$ cat config.mk
export PLATFORM = sky130hd
export DESIGN_NAME = pcs_synchronize
export DESIGN_NICKNAME = d
export VERILOG_FILES = /design/src/rtl/pcs_synchronize_pkg.sv /design/src/rtl/pcs_synchronize_cg_check.sv /design/src/rtl/pcs_synchronize.sv
export SDC_FILE = /design/constraint.sdc
export NUM_CORES = 1
export LEC_CHECK = 0
export CORE_MARGIN = 2
export CORE_UTILIZATION = 59
export DETAILED_ROUTE_END_ITERATION = 8
export GPL_ROUTABILITY_DRIVEN = 0
export PLACE_DENSITY = 0.91
export SLEW_MARGIN = 20
export SYNTH_ARGS = -nofsm -noshare
export SYNTH_HDL_FRONTEND = slang
export SYNTH_SLANG_ARGS = --single-unit
$ cat constraint.sdc
create_clock -name GTX_CLK -period 8.66 [get_ports GTX_CLK]
set_input_delay 1.732 -clock GTX_CLK [delete_from_list [all_inputs] [get_ports GTX_CLK]]
set_output_delay 1.732 -clock GTX_CLK [all_outputs]
set_load 0.02 [all_outputs]
$ cat src/rtl/pcs_synchronize_pkg.sv
// Shared constants for the 1000BASE-X PCS code-group synchronization block:
// state encoding, K28.5 patterns, comma masks and the good code-group limit.
package pcs_synchronize_pkg;

    typedef enum logic [3:0] {
        LOSS_OF_SYNC     = 4'd0,
        COMMA_DETECT_1   = 4'd1,
        COMMA_DETECT_2   = 4'd2,
        COMMA_DETECT_3   = 4'd3,
        ACQUIRE_SYNC_1   = 4'd4,
        ACQUIRE_SYNC_2   = 4'd5,
        SYNC_ACQUIRED_1  = 4'd6,
        SYNC_ACQUIRED_2  = 4'd7,
        SYNC_ACQUIRED_2A = 4'd8,
        SYNC_ACQUIRED_3  = 4'd9,
        SYNC_ACQUIRED_3A = 4'd10,
        SYNC_ACQUIRED_4  = 4'd11,
        SYNC_ACQUIRED_4A = 4'd12
    } sync_state_t;

    localparam logic [9:0] K28_5_NEG     = 10'h0FA;
    localparam logic [9:0] K28_5_POS     = 10'h305;
    localparam logic [9:0] COMMA_MASK    = 10'b1111111000;
    localparam logic [9:0] COMMA_NEG_PAT = 10'b0011111000;
    localparam logic [9:0] COMMA_POS_PAT = 10'b1100000000;

    localparam logic [1:0] GOOD_CGS_LIMIT = 2'd3;

    function automatic logic is_comma_cg(input logic [9:0] cg);
        return ((cg & COMMA_MASK) == COMMA_NEG_PAT) || ((cg & COMMA_MASK) == COMMA_POS_PAT);
    endfunction

endpackage

$ cat src/rtl/pcs_synchronize_cg_check.sv
// Combinational 8B/10B code-group check: validity against the current running
// disparity, comma/data classification and the running disparity that follows.
module pcs_cg_check
    import pcs_synchronize_pkg::*;
(
    input  logic [9:0] code_group,
    input  logic       rd,
    output logic       valid,
    output logic       is_comma,
    output logic       is_data,
    output logic       rd_next
);

    logic [5:0] sb6;
    logic [3:0] sb4;
    logic [2:0] ones6;
    logic [2:0] ones4;
    logic       rd_mid;
    logic       v6;
    logic       v4;
    logic       alt_ok;
    logic       is_k;
    logic       a7_lo;
    logic       a7_hi;
    logic       kx7_lo;
    logic       kx7_hi;

    assign sb6 = code_group[9:4];
    assign sb4 = code_group[3:0];

    // 6b sub-blocks that must (D.17/18/20, D.11/13/14) or may (K23/27/29/30) take the alternate x.7
    assign a7_lo  = sb6 inside {6'b100011, 6'b010011, 6'b001011};
    assign a7_hi  = sb6 inside {6'b110100, 6'b101100, 6'b011100};
    assign kx7_lo = sb6 inside {6'b000101, 6'b001001, 6'b010001, 6'b100001};
    assign kx7_hi = sb6 inside {6'b111010, 6'b110110, 6'b101110, 6'b011110};

    always_comb begin
        ones6 = 3'd0;
        for (int i = 0; i < 6; i++) ones6 = ones6 + {2'b00, sb6[i]};
        ones4 = 3'd0;
        for (int i = 0; i < 4; i++) ones4 = ones4 + {2'b00, sb4[i]};

        v6 = 1'b0;
        if (ones6 == 3'd4)      v6 = !rd && (sb6 != 6'b111100);
        else if (ones6 == 3'd2) v6 = rd && (sb6 != 6'b000011);
        else if (ones6 == 3'd3) begin
            if (sb6 == 6'b111000)      v6 = !rd;
            else if (sb6 == 6'b000111) v6 = rd;
            else                       v6 = 1'b1;
        end

        if (ones6 > 3'd3)            rd_mid = 1'b1;
        else if (ones6 < 3'd3)       rd_mid = 1'b0;
        else if (sb6 == 6'b000111)   rd_mid = 1'b1;
        else if (sb6 == 6'b111000)   rd_mid = 1'b0;
        else                         rd_mid = rd;

        v4 = 1'b0;
        if (ones4 == 3'd3)      v4 = !rd_mid;
        else if (ones4 == 3'd1) v4 = rd_mid;
        else if (ones4 == 3'd2) begin
            if (sb4 == 4'b1100)      v4 = !rd_mid;
            else if (sb4 == 4'b0011) v4 = rd_mid;
            else                     v4 = 1'b1;
        end

        if (ones4 > 3'd2)          rd_next = 1'b1;
        else if (ones4 < 3'd2)     rd_next = 1'b0;
        else if (sb4 == 4'b0011)   rd_next = 1'b1;
        else if (sb4 == 4'b1100)   rd_next = 1'b0;
        else                       rd_next = rd_mid;

        case (sb4)
            4'b0111: alt_ok = a7_lo || kx7_lo || (sb6 == 6'b110000);
            4'b1000: alt_ok = a7_hi || kx7_hi || (sb6 == 6'b001111);
            4'b1110: alt_ok = !(a7_lo || (sb6 == 6'b110000));
            4'b0001: alt_ok = !(a7_hi || (sb6 == 6'b001111));
            default: alt_ok = 1'b1;
        endcase
    end

    assign is_k = (sb6 == 6'b001111) || (sb6 == 6'b110000)
               || (kx7_lo && (sb4 == 4'b0111)) || (kx7_hi && (sb4 == 4'b1000));

    assign valid    = v6 && v4 && alt_ok;
    assign is_data  = valid && !is_k;
    assign is_comma = is_comma_cg(code_group);

endmodule

$ cat src/rtl/pcs_synchronize.sv
// PCS receive code-group synchronization state machine (1000BASE-X style).
// Optional loss-of-sync event counter enabled by defining SYNC_LOSS_CNT_EN.
//
// state            | meaning
// LOSS_OF_SYNC     | no alignment, rx_even free-running
// COMMA_DETECT_n   | n-th comma seen on an even boundary, expect /D/
// ACQUIRE_SYNC_n   | hunting for comma n+1 on an even boundary
// SYNC_ACQUIRED_1  | in sync, no outstanding errors
// SYNC_ACQUIRED_k  | in sync, k-1 outstanding errors
// SYNC_ACQUIRED_kA | in sync, counting good code-groups to retire one error
module pcs_synchronize
    import pcs_synchronize_pkg::*;
(
    input  logic       GTX_CLK,
    input  logic       mr_main_reset,
    input  logic [9:0] rx_code_group,
    input  logic       signal_detect,
    output logic       code_sync_status,
    output logic       rx_even,
    output logic [9:0] SUDI_code_group,
    output logic       SUDI_valid
`ifdef SYNC_LOSS_CNT_EN
    ,
    output logic [7:0] loss_cnt
`endif
);

    sync_state_t state;
    logic        rd;
    logic [1:0]  good_cgs;
    logic        cg_valid;
    logic        cg_comma;
    logic        cg_data;
    logic        rd_next;
    logic        cgbad;

    pcs_cg_check u_cg_check (
        .code_group (rx_code_group),
        .rd         (rd),
        .valid      (cg_valid),
        .is_comma   (cg_comma),
        .is_data    (cg_data),
        .rd_next    (rd_next)
    );

    // a comma landing on an odd position means alignment has slipped
    assign cgbad = !cg_valid || (cg_comma && rx_even);

    always_ff @(posedge GTX_CLK) begin
        if (mr_main_reset) begin
            state            <= LOSS_OF_SYNC;
            code_sync_status <= 1'b0;
            rx_even          <= 1'b0;
            SUDI_code_group  <= 10'd0;
            SUDI_valid       <= 1'b0;
            rd               <= 1'b0;
            good_cgs         <= 2'd0;
        end else begin
            SUDI_code_group <= rx_code_group;
            SUDI_valid      <= cg_valid;
            rd              <= rd_next;
            rx_even         <= !rx_even;
            if (!signal_detect) begin
                state            <= LOSS_OF_SYNC;
                code_sync_status <= 1'b0;
                good_cgs         <= 2'd0;
            end else begin
                case (state)
                    LOSS_OF_SYNC: begin
                        if (cg_comma) begin
                            state   <= COMMA_DETECT_1;
                            rx_even <= 1'b1;
                        end
                    end
                    COMMA_DETECT_1: state <= cg_data ? ACQUIRE_SYNC_1 : LOSS_OF_SYNC;
                    COMMA_DETECT_2: state <= cg_data ? ACQUIRE_SYNC_2 : LOSS_OF_SYNC;
                    COMMA_DETECT_3: begin
                        if (cg_data) begin
                            state            <= SYNC_ACQUIRED_1;
                            code_sync_status <= 1'b1;
                        end else begin
                            state <= LOSS_OF_SYNC;
                        end
                    end
                    ACQUIRE_SYNC_1, ACQUIRE_SYNC_2: begin
                        if (cgbad) begin
                            state <= LOSS_OF_SYNC;
                        end else if (cg_comma && !rx_even) begin
                            state   <= (state == ACQUIRE_SYNC_1) ? COMMA_DETECT_2 : COMMA_DETECT_3;
                            rx_even <= 1'b1;
                        end
                    end
                    SYNC_ACQUIRED_1: begin
                        if (cgbad) begin
                            state    <= SYNC_ACQUIRED_2;
                            good_cgs <= 2'd0;
                        end
                    end
                    SYNC_ACQUIRED_2, SYNC_ACQUIRED_3, SYNC_ACQUIRED_4: begin
                        if (cgbad) begin
                            good_cgs <= 2'd0;
                            case (state)
                                SYNC_ACQUIRED_2: state <= SYNC_ACQUIRED_3;
                                SYNC_ACQUIRED_3: state <= SYNC_ACQUIRED_4;
                                default: begin
                                    state            <= LOSS_OF_SYNC;
                                    code_sync_status <= 1'b0;
                                end
                            endcase
                        end else begin
                            good_cgs <= 2'd1;
                            case (state)
                                SYNC_ACQUIRED_2: state <= SYNC_ACQUIRED_2A;
                                SYNC_ACQUIRED_3: state <= SYNC_ACQUIRED_3A;
                                default:         state <= SYNC_ACQUIRED_4A;
                            endcase
                        end
                    end
                    SYNC_ACQUIRED_2A, SYNC_ACQUIRED_3A, SYNC_ACQUIRED_4A: begin
                        if (cgbad) begin
                            good_cgs <= 2'd0;
                            case (state)
                                SYNC_ACQUIRED_2A: state <= SYNC_ACQUIRED_3;
                                SYNC_ACQUIRED_3A: state <= SYNC_ACQUIRED_4;
                                default: begin
                                    state            <= LOSS_OF_SYNC;
                                    code_sync_status <= 1'b0;
                                end
                            endcase
                        end else if (good_cgs == GOOD_CGS_LIMIT) begin
                            good_cgs <= 2'd0;
                            case (state)
                                SYNC_ACQUIRED_2A: state <= SYNC_ACQUIRED_1;
                                SYNC_ACQUIRED_3A: state <= SYNC_ACQUIRED_2;
                                default:          state <= SYNC_ACQUIRED_3;
                            endcase
                        end else begin
                            good_cgs <= good_cgs + 2'd1;
                        end
                    end
                    default: begin
                        state            <= LOSS_OF_SYNC;
                        code_sync_status <= 1'b0;
                        good_cgs         <= 2'd0;
                    end
                endcase
            end
        end
    end

`ifdef SYNC_LOSS_CNT_EN
    logic sync_drop;

    assign sync_drop = code_sync_status && (!signal_detect
                    || (cgbad && (state == SYNC_ACQUIRED_4 || state == SYNC_ACQUIRED_4A)));

    always_ff @(posedge GTX_CLK) begin
        if (mr_main_reset)
            loss_cnt <= 8'd0;
        else if (sync_drop && loss_cnt != 8'hFF)
            loss_cnt <= loss_cnt + 8'd1;
    end
`endif

endmodule

==> impl_metrics.json <==
{
  "status": "complete, but fails checks",
  "violations": "DRC",
  "wl_mm": 4.37,
  "wl_per_cell_um": 16.3,
  "grt.busiest_layer": "met2",
  "peakVddDrop_v": 0.000107,
  "netlist_area_um2": 1770,
  "synthArstFlopShare": 0,
  "crit_required_ns": 8.86,
  "final.fill_count": 208,
  "timing.rr.start": "rd$_SDFF_PP0_",
  "synth_seq_cells": 20,
  "fmax_mhz": 169,
  "ant_nets": 0,
  "cts_tree": "yes",
  "io_pins": 26,
  "leakage_uw": 0.000763,
  "yosysWarningCount": 0,
  "netlist_instances": 220,
  "min_to": "rx_even$_SDFF_PP0_",
  "grt_pass1_wl_mm": 7.42,
  "start_kind": "input pin",
  "fin_area_um2": 2050,
  "synth_top_area_share": 0.227,
  "nNetsFinal": 267,
  "grt_pass1_vias": 1604,
  "finalCritPeriodShare": 0.682,
  "layout-drive-gt1-share": 0.0928,
  "cts_hold_buffers": 0,
  "cts_made_buffers": 3,
  "drcViolationCount": 1,
  "synth_edf_count": 0,
  "core_um2": 2810,
  "clk_latency_ns": 0.31,
  "p_per_area_nw_per_um2": 132,
  "internal_power_uw": 181,
  "synth_area_leaders": "dfxtp_1 (23%), ha_1 (8.5%), nor2_1 (5.1%)",
  "arrival_ns": 6.11,
  "min_from": "rx_even$_SDFF_PP0_",
  "power_frac_comb": 0.340,
  "finClkSkew_ns": 0.00460,
  "cts_resized": 0,
  "die-height_um": 58.7,
  "area_growth_pct": 16.0,
  "max_cap_violations": 0,
  "dr.pass1.iters": 7,
  "power.switching_uw": 89.7,
  "dpl.hpwl_mm": 3.10,
  "start_util": 0.629,
  "final_hold_viol_count": 0,
  "antenna_found_initial": 0,
  "clock_path_buffers": 2,
  "min_period_ns": 5.90,
  "ys_types": 61,
  "initialDrtViolationCount": 125,
  "portBuffers": 25,
  "rsz0062_at_grt": "no",
  "use_met1": 0.400,
  "tns_ns": 0,
  "seqPwrFrac": 0.365,
  "use_met2": 0.409,
  "hold_depth": 1,
  "num_vias": 1771,
  "hp-class": "register to register",
  "synth_top_cell_by_area": "dfxtp_1",
  "r2r_end": "state[3]$_SDFFE_PP0P_",
  "cts_sinks": 20,
  "clk_pin_slew_worst_paths_ns": 0.12,
  "track_usage": 0.274,
  "syn_avg_cell_area_um2": 8.02,
  "worstRegToRegCells": 10,
  "rows": 19,
  "slew_headroom": 0.548,
  "slew_violations": 0,
  "reg2reg_slack_ns": 6.30,
  "dieArea_um2": 3450,
  "met3_usage": 0.0396,
  "criticalPathCategory": "input pin to register",
  "post_dp_cell_area_um2": 2000,
  "clock_power_share": 0.295,
  "h-tree-depth": 1,
  "grt_max_degree": 22,
  "drt-vias-per-instance": 6.61,
  "synth-seq-area-share": 0.227,
  "post_cts_buffers": 0,
  "setup_viol": 0,
  "die_w_um": 58.7,
  "root_buffer": "clkbuf_4",
  "worst_pin_slew_ns": 0.677,
  "ys.flop_type": "dfxtp_1",
  "path_max_fanout": 10,
  "p_sw_frac": 0.331,
  "syn_nets": 249,
  "antenna_cells": 0,
  "end_kind": "register",
  "gr-total-overflow": 0
}
[layer usage]
metal / wire length, um / up-vias
met5: 0 / -
met4: 83 / 0
met3: 407 / 11
met2: 1910 / 115
met1: 1980 / 805
li1: - / 840
[sequential cells by signal, indices dropped and copies added, names as in the netlist]
register and flops:
SUDI_code_group 10, state 4, good_cgs 2, SUDI_valid 1, code_sync_status 1, rd 1, rx_even 1
[power groups by stage]
stage          combinational (uW)  clock, uW  sequential, uW
6_report                     92.0       80.0            99.0
4_1_cts                      90.6       80.8            98.9
2_1_floorplan                61.4          0             104
3_5_place_dp                 89.4          0             101
5_1_grt                       101       83.0            99.5
3_3_place_gp                 87.2          0             101
[cell usage after synthesis, types with 2 or more instances]
library cell  instances
nand4_1               4
dfxtp_1              20
nand3_2               2
nand3_1               5
a311oi_1              3
o31a_1                2
a41oi_1               2
o211ai_1              3
or2_2                 2
o21ai_0               7
o2111ai_1             2
ha_1                 12
o31ai_1               3
inv_1                17
nor2_1               24
buf_2                 2
nand4b_1              3
a21o_1                2
a31oi_1               3
nand2b_1              5
fa_1                  4
clkbuf_1              8
or3_1                 3
a211oi_1              3
nor2b_1               7
nor3_1                8
nand2_1              17
a211o_1               2
a21oi_1              12
a22oi_1               2
[cell usage in the layout, fill, tap and decap left out, types with 3 or more instances in the layout]
cell and instances:
a211oi_1 3, a21oi_1 12, a311oi_1 3, a31oi_1 3
clkbuf_4 3, clkdlybuf4s50_1 25, dfxtp_1 20, fa_1 4
ha_1 12, inv_1 17, nand2_1 17, nand2b_1 5
nand3_1 5, nand4_1 4, nand4b_1 3, nor2_1 24
nor2b_1 7, nor3_1 8, o211ai_1 3, o21ai_0 7
o31ai_1 3, or3_1 3
[metrics by stage]
stage               instances   util  hold slack (ns)  setup WS (ns)  power [uW]
floorplan                 220      -            0.476           3.40         165
finish                    268  0.730            0.531           2.76         271
global placement          264  0.711            0.486           2.65         188
global route              268  0.730            0.560           2.53         284
detailed placement        264  0.711            0.503           2.49         190
CTS                       268  0.730            0.545           2.81         270
[final cells by class]
type                       count  area, um2  area share
sequential                    20        400       0.195
tap                           31       38.8      0.0189
clock buffer                   3       22.5      0.0110
timing repair buffer          25        250       0.122
multi-input combinational    170       1240       0.604
inverter                      18       70.1      0.0342
clock inverter                 1       30.0      0.0147
[worst max path at each step]
stage | slack, ns | to | startpoint | cells after the start
floorplan | 3.40 | state[3]$_SDFFE_PP0P_ | rx_code_group[4] | 17
global placement | 2.65 | state[3]$_SDFFE_PP0P_ | rx_code_group[4] | 18
detailed placement | 2.49 | state[3]$_SDFFE_PP0P_ | rx_code_group[4] | 18
CTS | 2.81 | state[3]$_SDFFE_PP0P_ | rx_code_group[4] | 18
global route | 2.53 | state[3]$_SDFFE_PP0P_ | rx_code_group[4] | 19
finish | 2.76 | state[3]$_SDFFE_PP0P_ | rx_code_group[4] | 18
[critical path: stages]
cell and delay (ns):
clkdlybuf4s50_1 0.57, inv_1 0.12, ha_1 0.29, inv_1 0.05, fa_1 0.49, inv_1 0.06, fa_1 0.38, fa_1 0.57
a41oi_1 0.18, a211o_1 0.37, a22oi_2 0.26, nand4_4 0.22, inv_4 0.14, ha_1 0.25, nor2_1 0.10, a311oi_1 0.05
o211ai_1 0.20, a21oi_1 0.08
[cells by family (layout without fill, tap and decap cells)]
group,Yosys count,in the layout,share of synthesized area
xor gates and xnor gates,1,1,0.00922
adders and majority gates,16,16,0.130
DFF,20,20,0.227
buffers and inverters,30,47,0.0730
and+or+nand+nor,90,90,0.288
AOI/OAI and AO/OA,63,63,0.273
No activity file was read; power rests on OpenSTA's default activity.
